File: src/rtl/disp_pkg.sv
// Shared types and constants for the multiplexed digit display controller.
package disp_pkg;

  typedef enum logic [1:0] {
    IDLE,
    BLANK,
    DRIVE
  } state_t;

  localparam int BCD_W = 4;
  localparam int SEG_W = 8;
  localparam logic [SEG_W-1:0] SEG_OFF = 8'h00;
  localparam int DP_BIT = 0;

endpackage

File: src/rtl/digit_scan_ctrl_if.sv
// Display-side bundle: stopwatch digits in, shared decoder loop, segment/anode pins out.
interface digit_scan_ctrl_if #(
  parameter int NUM_DIGITS = 4
);
  import disp_pkg::*;

  logic                        enable;
  logic [BCD_W*NUM_DIGITS-1:0] digits_i;
  logic [NUM_DIGITS-1:0]       dp_i;
  logic [BCD_W-1:0]            bcd_o;
  logic [SEG_W-1:0]            seg_i;
  logic [SEG_W-1:0]            seg_o;
  logic [NUM_DIGITS-1:0]       an_o;
  logic                        frame_o;

  modport master (
    output enable, digits_i, dp_i, seg_i,
    input  bcd_o, seg_o, an_o, frame_o
  );

  modport slave (
    input  enable, digits_i, dp_i, seg_i,
    output bcd_o, seg_o, an_o, frame_o
  );

endinterface

File: src/rtl/digit_scan_ctrl_slot_timer.sv
// Per-digit slot counter: runs 0..PRESCALE-1 and flags the end of dead time and of the slot.
module slot_timer #(
  parameter int PRESCALE    = 10000,
  parameter int DEAD_CYCLES = 16
) (
  input  logic clk,
  input  logic rst_n,
  input  logic clear,
  output logic dead_done,
  output logic slot_end
);
  localparam int CW = (PRESCALE > 2) ? $clog2(PRESCALE) : 2;

  logic [CW-1:0] count;

  always_ff @(posedge clk or negedge rst_n) begin
    if (!rst_n) begin
      count <= '0;
    end else if (clear || slot_end) begin
      count <= '0;
    end else begin
      count <= count + 1'b1;
    end
  end

  assign dead_done = (count == CW'(DEAD_CYCLES - 1));
  assign slot_end  = (count == CW'(PRESCALE - 1));

endmodule

File: src/rtl/digit_scan_ctrl.sv
// Time-multiplexes NUM_DIGITS BCD digits onto one shared decoder and segment bus with dead-time blanking.
// Optional feature: define LEADING_ZERO_BLANK_EN to keep leading-zero digits dark.
module digit_scan_ctrl
  import disp_pkg::*;
#(
  parameter int NUM_DIGITS  = 4,
  parameter int PRESCALE    = 10000,
  parameter int DEAD_CYCLES = 16
) (
  input logic              clk,
  input logic              rst_n,
  digit_scan_ctrl_if.slave bus
);
  localparam int IW = (NUM_DIGITS > 1) ? $clog2(NUM_DIGITS) : 1;
  localparam logic [IW-1:0] LAST_IDX = IW'(NUM_DIGITS - 1);

  typedef logic [NUM_DIGITS-1:0][BCD_W-1:0] digit_vec_t;

  state_t                state, state_next;
  logic [IW-1:0]         idx, idx_next;
  digit_vec_t            snap, snap_next, digits_in;
  logic [NUM_DIGITS-1:0] dp_snap, dp_snap_next;
  logic [NUM_DIGITS-1:0] mask, mask_next, new_mask;
  logic [BCD_W-1:0]      bcd_q, bcd_next;
  logic [SEG_W-1:0]      seg_q, seg_next;
  logic [NUM_DIGITS-1:0] an_q, an_next;
  logic                  frame_q, frame_next;
  logic                  timer_clear, dead_done, slot_end;

  assign digits_in   = bus.digits_i;
  // Holding the timer clear through IDLE makes the first slot start at count 0.
  assign timer_clear = !bus.enable || (state == IDLE);

  slot_timer #(
    .PRESCALE   (PRESCALE),
    .DEAD_CYCLES(DEAD_CYCLES)
  ) u_timer (
    .clk      (clk),
    .rst_n    (rst_n),
    .clear    (timer_clear),
    .dead_done(dead_done),
    .slot_end (slot_end)
  );

`ifdef LEADING_ZERO_BLANK_EN
  // Digit k is dark while it and everything above it is zero and it has no decimal point.
  always_comb begin
    logic zero_above;
    zero_above = 1'b1;
    new_mask   = '0;
    for (int k = NUM_DIGITS - 1; k >= 1; k--) begin
      zero_above  = zero_above && (digits_in[k] == '0);
      new_mask[k] = zero_above && !bus.dp_i[k];
    end
  end
`else
  assign new_mask = '0;
`endif

  always_comb begin
    state_next   = state;
    idx_next     = idx;
    snap_next    = snap;
    dp_snap_next = dp_snap;
    mask_next    = mask;
    bcd_next     = bcd_q;
    seg_next     = seg_q;
    an_next      = an_q;
    frame_next   = 1'b0;
    if (!bus.enable) begin
      state_next = IDLE;
      idx_next   = '0;
      an_next    = '1;
      seg_next   = SEG_OFF;
    end else begin
      unique case (state)
        IDLE: begin
          state_next   = BLANK;
          idx_next     = '0;
          snap_next    = digits_in;
          dp_snap_next = bus.dp_i;
          mask_next    = new_mask;
          bcd_next     = digits_in[0];
          an_next      = '1;
          seg_next     = SEG_OFF;
          frame_next   = 1'b1;
        end
        BLANK: begin
          if (dead_done) begin
            state_next = DRIVE;
            if (!mask[idx]) begin
              seg_next         = bus.seg_i;
              seg_next[DP_BIT] = bus.seg_i[DP_BIT] | dp_snap[idx];
              an_next          = ~(NUM_DIGITS'(1) << idx);
            end
          end
        end
        DRIVE: begin
          if (slot_end) begin
            state_next = BLANK;
            an_next    = '1;
            seg_next   = SEG_OFF;
            if (idx == LAST_IDX) begin
              idx_next     = '0;
              snap_next    = digits_in;
              dp_snap_next = bus.dp_i;
              mask_next    = new_mask;
              bcd_next     = digits_in[0];
              frame_next   = 1'b1;
            end else begin
              idx_next = idx + 1'b1;
              bcd_next = snap[idx + 1'b1];
            end
          end
        end
        default: state_next = IDLE;
      endcase
    end
  end

  always_ff @(posedge clk or negedge rst_n) begin
    if (!rst_n) begin
      state   <= BLANK;
      idx     <= '0;
      snap    <= '0;
      dp_snap <= '0;
      mask    <= '0;
      bcd_q   <= '0;
      seg_q   <= SEG_OFF;
      an_q    <= '1;
      frame_q <= 1'b0;
    end else begin
      state   <= state_next;
      idx     <= idx_next;
      snap    <= snap_next;
      dp_snap <= dp_snap_next;
      mask    <= mask_next;
      bcd_q   <= bcd_next;
      seg_q   <= seg_next;
      an_q    <= an_next;
      frame_q <= frame_next;
    end
  end

  assign bus.bcd_o   = bcd_q;
  assign bus.seg_o   = seg_q;
  assign bus.an_o    = an_q;
  assign bus.frame_o = frame_q;

endmodule

File: src/flat_wrapper.sv
// flat-port wrapper written by rule: the top's interface ports become plain ports
module digit_scan_ctrl_flat import disp_pkg::*;
#(
  parameter int NUM_DIGITS  = 4,
  parameter int PRESCALE    = 10000,
  parameter int DEAD_CYCLES = 16
)
  (clk, rst_n, bus_enable, bus_digits_i, bus_dp_i, bus_seg_i, bus_bcd_o, bus_seg_o, bus_an_o, bus_frame_o);
  digit_scan_ctrl_if #(.NUM_DIGITS(NUM_DIGITS)) bus_i ();
  input logic clk;
  input logic rst_n;
  input wire logic [$bits(bus_i.enable)-1:0] bus_enable;
  input wire logic [$bits(bus_i.digits_i)-1:0] bus_digits_i;
  input wire logic [$bits(bus_i.dp_i)-1:0] bus_dp_i;
  input wire logic [$bits(bus_i.seg_i)-1:0] bus_seg_i;
  output wire logic [$bits(bus_i.bcd_o)-1:0] bus_bcd_o;
  output wire logic [$bits(bus_i.seg_o)-1:0] bus_seg_o;
  output wire logic [$bits(bus_i.an_o)-1:0] bus_an_o;
  output wire logic [$bits(bus_i.frame_o)-1:0] bus_frame_o;
  assign bus_i.enable = bus_enable;
  assign bus_i.digits_i = bus_digits_i;
  assign bus_i.dp_i = bus_dp_i;
  assign bus_i.seg_i = bus_seg_i;
  assign bus_bcd_o = bus_i.bcd_o;
  assign bus_seg_o = bus_i.seg_o;
  assign bus_an_o = bus_i.an_o;
  assign bus_frame_o = bus_i.frame_o;
  digit_scan_ctrl #(.NUM_DIGITS(NUM_DIGITS), .PRESCALE(PRESCALE), .DEAD_CYCLES(DEAD_CYCLES)) u_core (.clk(clk), .rst_n(rst_n), .bus(bus_i));
endmodule
File: config.mk
export PLATFORM = sky130hd
export DESIGN_NAME = digit_scan_ctrl_flat
export DESIGN_NICKNAME = d
export VERILOG_FILES = /design/src/rtl/disp_pkg.sv /design/src/rtl/digit_scan_ctrl_if.sv /design/src/rtl/digit_scan_ctrl_slot_timer.sv /design/src/rtl/digit_scan_ctrl.sv /design/src/flat_wrapper.sv
export SDC_FILE = /design/constraint.sdc
export NUM_CORES = 1
export LEC_CHECK = 0
export CAP_MARGIN = 20
export CORE_ASPECT_RATIO = 2
export CORE_MARGIN = 5
export CORE_UTILIZATION = 47
export DETAILED_ROUTE_END_ITERATION = 10
export PLACE_DENSITY = 0.76
export RECOVER_POWER = 50
export SYNTH_ARGS = -nofsm -noshare
export SYNTH_HDL_FRONTEND = slang
export SYNTH_SLANG_ARGS = --single-unit
File: constraint.sdc
create_clock -name clk -period 2.33 [get_ports clk]
set_input_delay 0.233 -clock clk [delete_from_list [all_inputs] [get_ports clk]]
set_output_delay 0.233 -clock clk [all_outputs]
set_load 0.05 [all_outputs]
---- After elaboration in Yosys (flattened, before gate mapping) ----
Cells that the tools add are included.
storage, ports and cells
  register bits after elaboration ......... 59
  input port bits ......................... 31
  output and inout bits ................... 17
  word-level logic and storage cells ...... 83
operators by class
  $add $sub $neg .......................... 2
  $lt $le $gt $ge ......................... 2
  eq/ne operators ......................... 12
  shifts and indexed selects .............. 1
  multiplexer cells ....................... 41
  bitwise logic cells ..................... 2
  reductions and logical operators ........ 10
operators by type and width
  kind                                                                   number
  4-bit 2-to-1 mux                                                       11
  16-bit 2-to-1 mux                                                      2
  8-bit 2-to-1 mux                                                       4
  16-bit case mux with 2 select lines                                    1
  4-bit case mux with 2 select lines                                     3
  8-bit case mux with 3 select lines                                     1
  14-bit by 1-bit adder with 14-bit output (second input constant)       1
  14-bit == test (second input constant)                                 1
  14-bit by 4-bit == test with 1-bit output (second input constant)      1
  14-bit 2-to-1 mux                                                      1
  2-bit 2-to-1 mux                                                       6
  4-bit case mux with 3 select lines                                     1
  4-bit binary-select mux with 2-bit select                              1
  4-bit AND reduction                                                    2
  2-bit by 3-bit < comparator with 1-bit output (second input constant)  2
  3-bit != test (second input constant)                                  2
  2-bit case mux with 3 select lines                                     1
  1-bit 2-to-1 mux                                                       5
  1-bit binary-select mux with 2-bit select                              2
  2-bit == test (second input constant)                                  2
  4-bit by 1-bit != test with 1-bit output (second input constant)       1
  4-bit NOT                                                              1
  2-bit case mux with 2 select lines                                     1
  2-bit AND reduction                                                    2
  other kinds (14)                                                       15

---- Depth between registers and ports, before layout ----
  word-level depth ........................ 7
  gate-level depth with buffers ........... 6
  depth with buffers taken out ............ 5

---- By module ----
A second synthesis with hierarchy kept.
second synthesis, totals
  cells, all modules ...................... 261
  area total of the unflattened synthesis .. 2884.0 µm²
modules (own cells, without submodules)
  module           instances  cells each  area an instance (µm²)  sequential area each (µm²)
  digit_scan_ctrl  1          185         2120.8                  1032.2
  slot_timer       1          76          763.2                   350.3

---- Worst setup path after synthesis ----
OpenSTA, ideal clock, no wires.
  path kind ............................... reg-to-reg
  start point ............................. register u_core.u_timer.count[6]
  end point ............................... register u_core.bcd_q[0] (netlist: u_core.bus.bcd_o[0])
  setup time .............................. 0.125 ns
  arrival time ............................ 2.063 ns
  slack ................................... 0.142 ns
  stages on the path, launching flop included .. 5
  buffers on the path ..................... 0
  clock period less this slack ............ 2.188 ns
  path through ............................ dfrtp_1 -> or4_4 -> or4_4 -> a21oi_4 -> mux2_2
between the ends
  longest elaborated chain between the ends .. 3
RTL lines
  what                           line                              text
  from (decl)                    digit_scan_ctrl_slot_timer.sv:14  logic [CW-1:0] count;
  from (signal assigned)         digit_scan_ctrl_slot_timer.sv:22  count <= count + 1'b1;
  14-bit == test                 digit_scan_ctrl_slot_timer.sv:27  assign slot_end = (count == CW'(PRESCALE - 1));
  2-bit != test (no line)        -
  3-bit AND reduction (no line)  -
  to (signal assigned)           digit_scan_ctrl.sv:138            bcd_q <= bcd_next;
  to (decl)                      digit_scan_ctrl.sv:24             logic [BCD_W-1:0] bcd_q, bcd_next;
Every way passes these cells.
A chain may end at the register's enable or synchronous reset.

---- Worst setup path in the final report ----
  start point ............................. register u_core.u_timer.count[6]
  end point ............................... register u_core.bcd_q[2] (netlist: u_core.bus.bcd_o[2])
Same word-level chain as after synthesis.

==> impl_summary.txt <==
----------------------------------------------------
[Timing]
  Maximum clock rate ... 443 MHz
  Number of hold-slack violations in the final timing report ... 0
  Final number of max-transition violations ... 43
  Setup repair after global routing missed its margin ... false
  Rel. slew slack ... -44.1%
  Final-report setup violation count ... 0
  Post-Route Skew ... just under 0.008 ns
  Tmin final ... ~2.3 ns
  Summed negative setup slack over all endpoints ... 0 ns
  Worst-Margin Slew ... about 2.2 ns
  Final cycle utilization of the critical path ... a little over nine tenths

[Global route]
  Initial antenna violation count ... 0
  First-pass GRT wire length ... ~8.7 mm
  Number of global-route vias before repair ... 1832
  Largest net degree at the start of global routing ... 43
  GRT Residual Overflow ... 0
  GRT Util Overall ... 15.5%

[Logic synthesis]
  Fraction of synthesized cell area taken by the top area cell type ... 48.9%
  Combined area of all synthesized cells ... roughly 2600 um^2
  Synthesized net count ... 237
  Synthesized area per cell ... 12.7 um^2
  Largest cells by area after synthesis ... dfrtp_1 (49%), mux2_2 (12%), dfstp_2 (5.1%)
  Main flop type after synthesis ... dfrtp_1
  Fraction of registers with async set/reset ... 100%
  Synth area leader ... dfrtp_1
  Gate count after technology mapping ... between 200 and 250
  Number of flip-flops and latches in the synthesized netlist ... 55
  Synthesis Warnings ... 0
  Count of flip-flops with a built-in enable after synthesis ... 0
  Sequential fraction of the synthesis area ... between 50% and 60%
  Post-synth cell types ... 38

[Pwr]
  Reg power frac ... roughly 54%
  Clock Power Share ... 32.1%
  Internal Dissipation ... 0.00149 W
  Worst VDD drop ... ~0.58 mV
  Switching part of the total power ... between 20% and 30%
  Overall power after layout ... 0.00194 W
  Ratio of total power to cell area ... between 500 and 600 nW/um^2
  Net switching component of the power ... approximately 0.00046 W
  Proportion of power drawn by combinational gates ... a little over an eighth
  Pleak ... 1.36 nW

[Run status]
  Violations in the final reports ... max-capacitance violations, max-slew violations
  Result of the run ... finished with violations

[Routing]
  Final wirelength ... about 5.2 mm
  Mean routed wirelength per cell ... roughly 16 um
  Length of routed met3 wiring ... 198 um
  Top layer reached by signal wires ... met4
  WL met1 ... 1.88 mm
  DRC violations left ... 0
  Drt first-iter violations ... 69
  Routed wire length on met2 ... a little under 3 mm
  Number of search-and-repair iterations in the first detailed-routing pass ... 4
  Residual antenna-violating net count after detailed routing ... 0
  Post-detailed-route via-to-cell ratio ... between 5 and 6
  Total via count in the routed design ... ~1700

[Critical path]
  Kind of start point of the critical path ... register
  Arrival time at the worst endpoint ... about 2.5 ns
  Logic depth of the worst register-to-register path ... 4
  Endpoint of the most critical register-to-register path ... u_core.bus.bcd_o[2]
  Critical path type ... register to register
  Worst reg2reg setup slack ... 0.07 ns
  CP Max Fanout ... 5
  Endpoint required time on the critical path ... between 2 and 3 ns
  Worst Setup End Kind ... register
  Reg-to-Reg Start ... u_core.u_timer.count[6]

[Flow run]
  Count of maximum capacitance violations ... 1

[Min path]
  Sink of the worst hold path ... u_core.bus.an_o[2]
  Hold depth ... 2
  Hold Path Class ... register to register
  Source of the worst hold timing path ... u_core.bus.an_o[2]

[Final layout]
  Final Net Count ... between 200 and 300
  # fillers ... 439
  Layout Cells excl Fill ... 315
  Share of final-layout standard cells stronger than drive strength 1 ... 24.7%
  Antenna fix cells ... 0
  Final design instance area without fill ... between 3000 and 4000 um^2
  Layout area overhead ... 26.9%

[CTS]
  H-tree depth reported by CTS ... 2
  Insertion delay of the later-clocked pin in the worst-skew pair ... around 0.30 ns
  Worst-path clk slew ... ~0.10 ns
  Buffer levels on the longest clock path ... 2
  Number of buffers added by the clock tree synthesis step ... 5
  Clock root buffer master ... clkbuf_8
  Post-cts hold buffer count ... 0
  TritonCTS sink count ... 55
  CTS tree ... done

[Die]
  Area of the die ... a little over 7000 um^2
  Horiz. Die Dim ... ~62 um
  Die outline height ... between 100 and 150 um
  Io pins ... 48
  Starting Density ... 47.7%
  Core area ... 5370 um^2
  Placement Rows ... 38

[Place]
  Detail Placement HPWL ... between 3 and 4 mm
  Placer Congestion ... roughly 0.83
  Placed Cells ... 307
  DP Area ... around 3100 um^2
  Number of port buffers ... 47

----------------------------------------------------
## cell families (layout without fill, tap and decap cells)
kind of cell | Yosys count | in the layout | synth area share [%]
AOI/OAI and AO/OA | 25 | 25 | 9.04
xor gates and xnor gates | 11 | 11 | 3.76
adders and majority gates | 5 | 5 | 2.44
buffers and inverters | 20 | 74 | 3.18
DFF | 55 | 55 | 54.0
muxes | 33 | 33 | 16.7
and+or+nand+nor | 52 | 52 | 10.9
## worst max-delay path, cell delays in order (launching register included)
cell,delay (ns)
dfrtp_1,0.43
or4_4,0.58
or4_4,0.59
a21oi_4,0.20
mux2_2,0.36
## cells in the final DEF, fill, tap and decap left out, types with 6 or more instances in the layout
| cell | netlist | layout |
|---|---|---|
| mux2_2 | 28 | 28 |
| inv_1 | 11 | 11 |
| nand3_1 | 6 | 6 |
| clkdlybuf4s50_1 | 0 | 38 |
| dfrtp_1 | 50 | 50 |
| nor2_1 | 18 | 18 |
| a22o_1 | 8 | 8 |
| xnor2_1 | 9 | 9 |
| dlygate4sd3_1 | 0 | 8 |
## per-layer routing
layer | GRT usage [%] | up-vias
met2 | 27.8 | 40
met1 | 16.5 | 855
li1 | - | 828
met4 | 9.12 | 0
met3 | 2.65 | 11
met5 | 0 | -
## flip-flops by register name, indices dropped and copies added, names as in the netlist
register and count:
u_core.bus.an_o 4, u_core.bus.frame_o 1, u_core.snap 16, u_core.bus.bcd_o 4, u_core.bus.seg_o 8, u_core.u_timer.count 14
u_core.idx 2, u_core.state 2, u_core.dp_snap 4
## power by group through the flow
| stage | clock (W) | sequential, W | combinational [W] |
|---|---|---|---|
| 3_5_place_dp | 0 | 0.00108 | 0.000268 |
| 3_3_place_gp | 0 | 0.00107 | 0.000263 |
| 4_1_cts | 0.000639 | 0.00106 | 0.000268 |
| 5_1_grt | 0.000676 | 0.00107 | 0.000284 |
| 2_1_floorplan | 0 | 0.00110 | 0.000111 |
| 6_report | 0.000624 | 0.00106 | 0.000262 |
## final cells by class
cell class	instances	area (um^2)	area share, %
Clock buffer	6	72.6	2.23
Sequential cell	55	1380	42.5
Clock inverter	2	37.5	1.16
Multi-Input combinational cell	126	1110	34.2
Tap cell	60	75.1	2.31
Inverter	11	41.3	1.27
Timing Repair Buffer	55	531	16.3
## Yosys cell counts (2+ instances only)
cell and count:
or2_2 2, mux2_2 28, inv_1 11, nand2_1 5, a22oi_1 4, or4_1 2
ha_1 5, buf_2 5, nand4_1 4, xnor2_1 9, nor4_1 5, dfstp_2 5
nor3_1 2, mux4_2 5, clkbuf_1 4, o21ai_0 2, nand3_1 6, or4_4 2
nor2_1 18, or3_1 2, a22o_1 8, xor2_1 2, dfrtp_1 50
## repair_timing
action                                  in CTS  in global routing
hold endpoints to repair                     0                  0
resized for setup                            0                  2
setup buffers                                0                  0
endpoints found under the setup margin       0                 18
## worst max path at each step
stage / startpoint / end / slack [ns] / cells after the start
floorplan: u_core.u_timer.count[6] / u_core.bus.bcd_o[0] / 0.14 / 4
global placement: u_core.u_timer.count[11] / u_core.bus.bcd_o[0] / 0.10 / 4
detailed placement: u_core.u_timer.count[11] / u_core.bus.bcd_o[2] / 0.06 / 4
CTS: u_core.u_timer.count[6] / u_core.bus.bcd_o[2] / 0.05 / 4
global route: u_core.u_timer.count[6] / u_core.bus.bcd_o[2] / 0.006 / 4
finish: u_core.u_timer.count[6] / u_core.bus.bcd_o[2] / 0.07 / 4
## stage by stage
| step | hold WS [ns] | util [%] | setup slack (ns) |
|---|---|---|---|
| 2_1_floorplan | -0.0626 | - | 0.142 |
| 3_3_place_gp | 0.409 | 58.3 | 0.102 |
| 3_5_place_dp | 0.419 | 58.3 | 0.0605 |
| 4_1_cts | 0.0748 | 60.4 | 0.0514 |
| 5_1_grt | 0.517 | 60.5 | 0.00627 |
| 6_report | 0.484 | 60.5 | 0.0731 |
No activity file was read; power rests on OpenSTA's default activity.
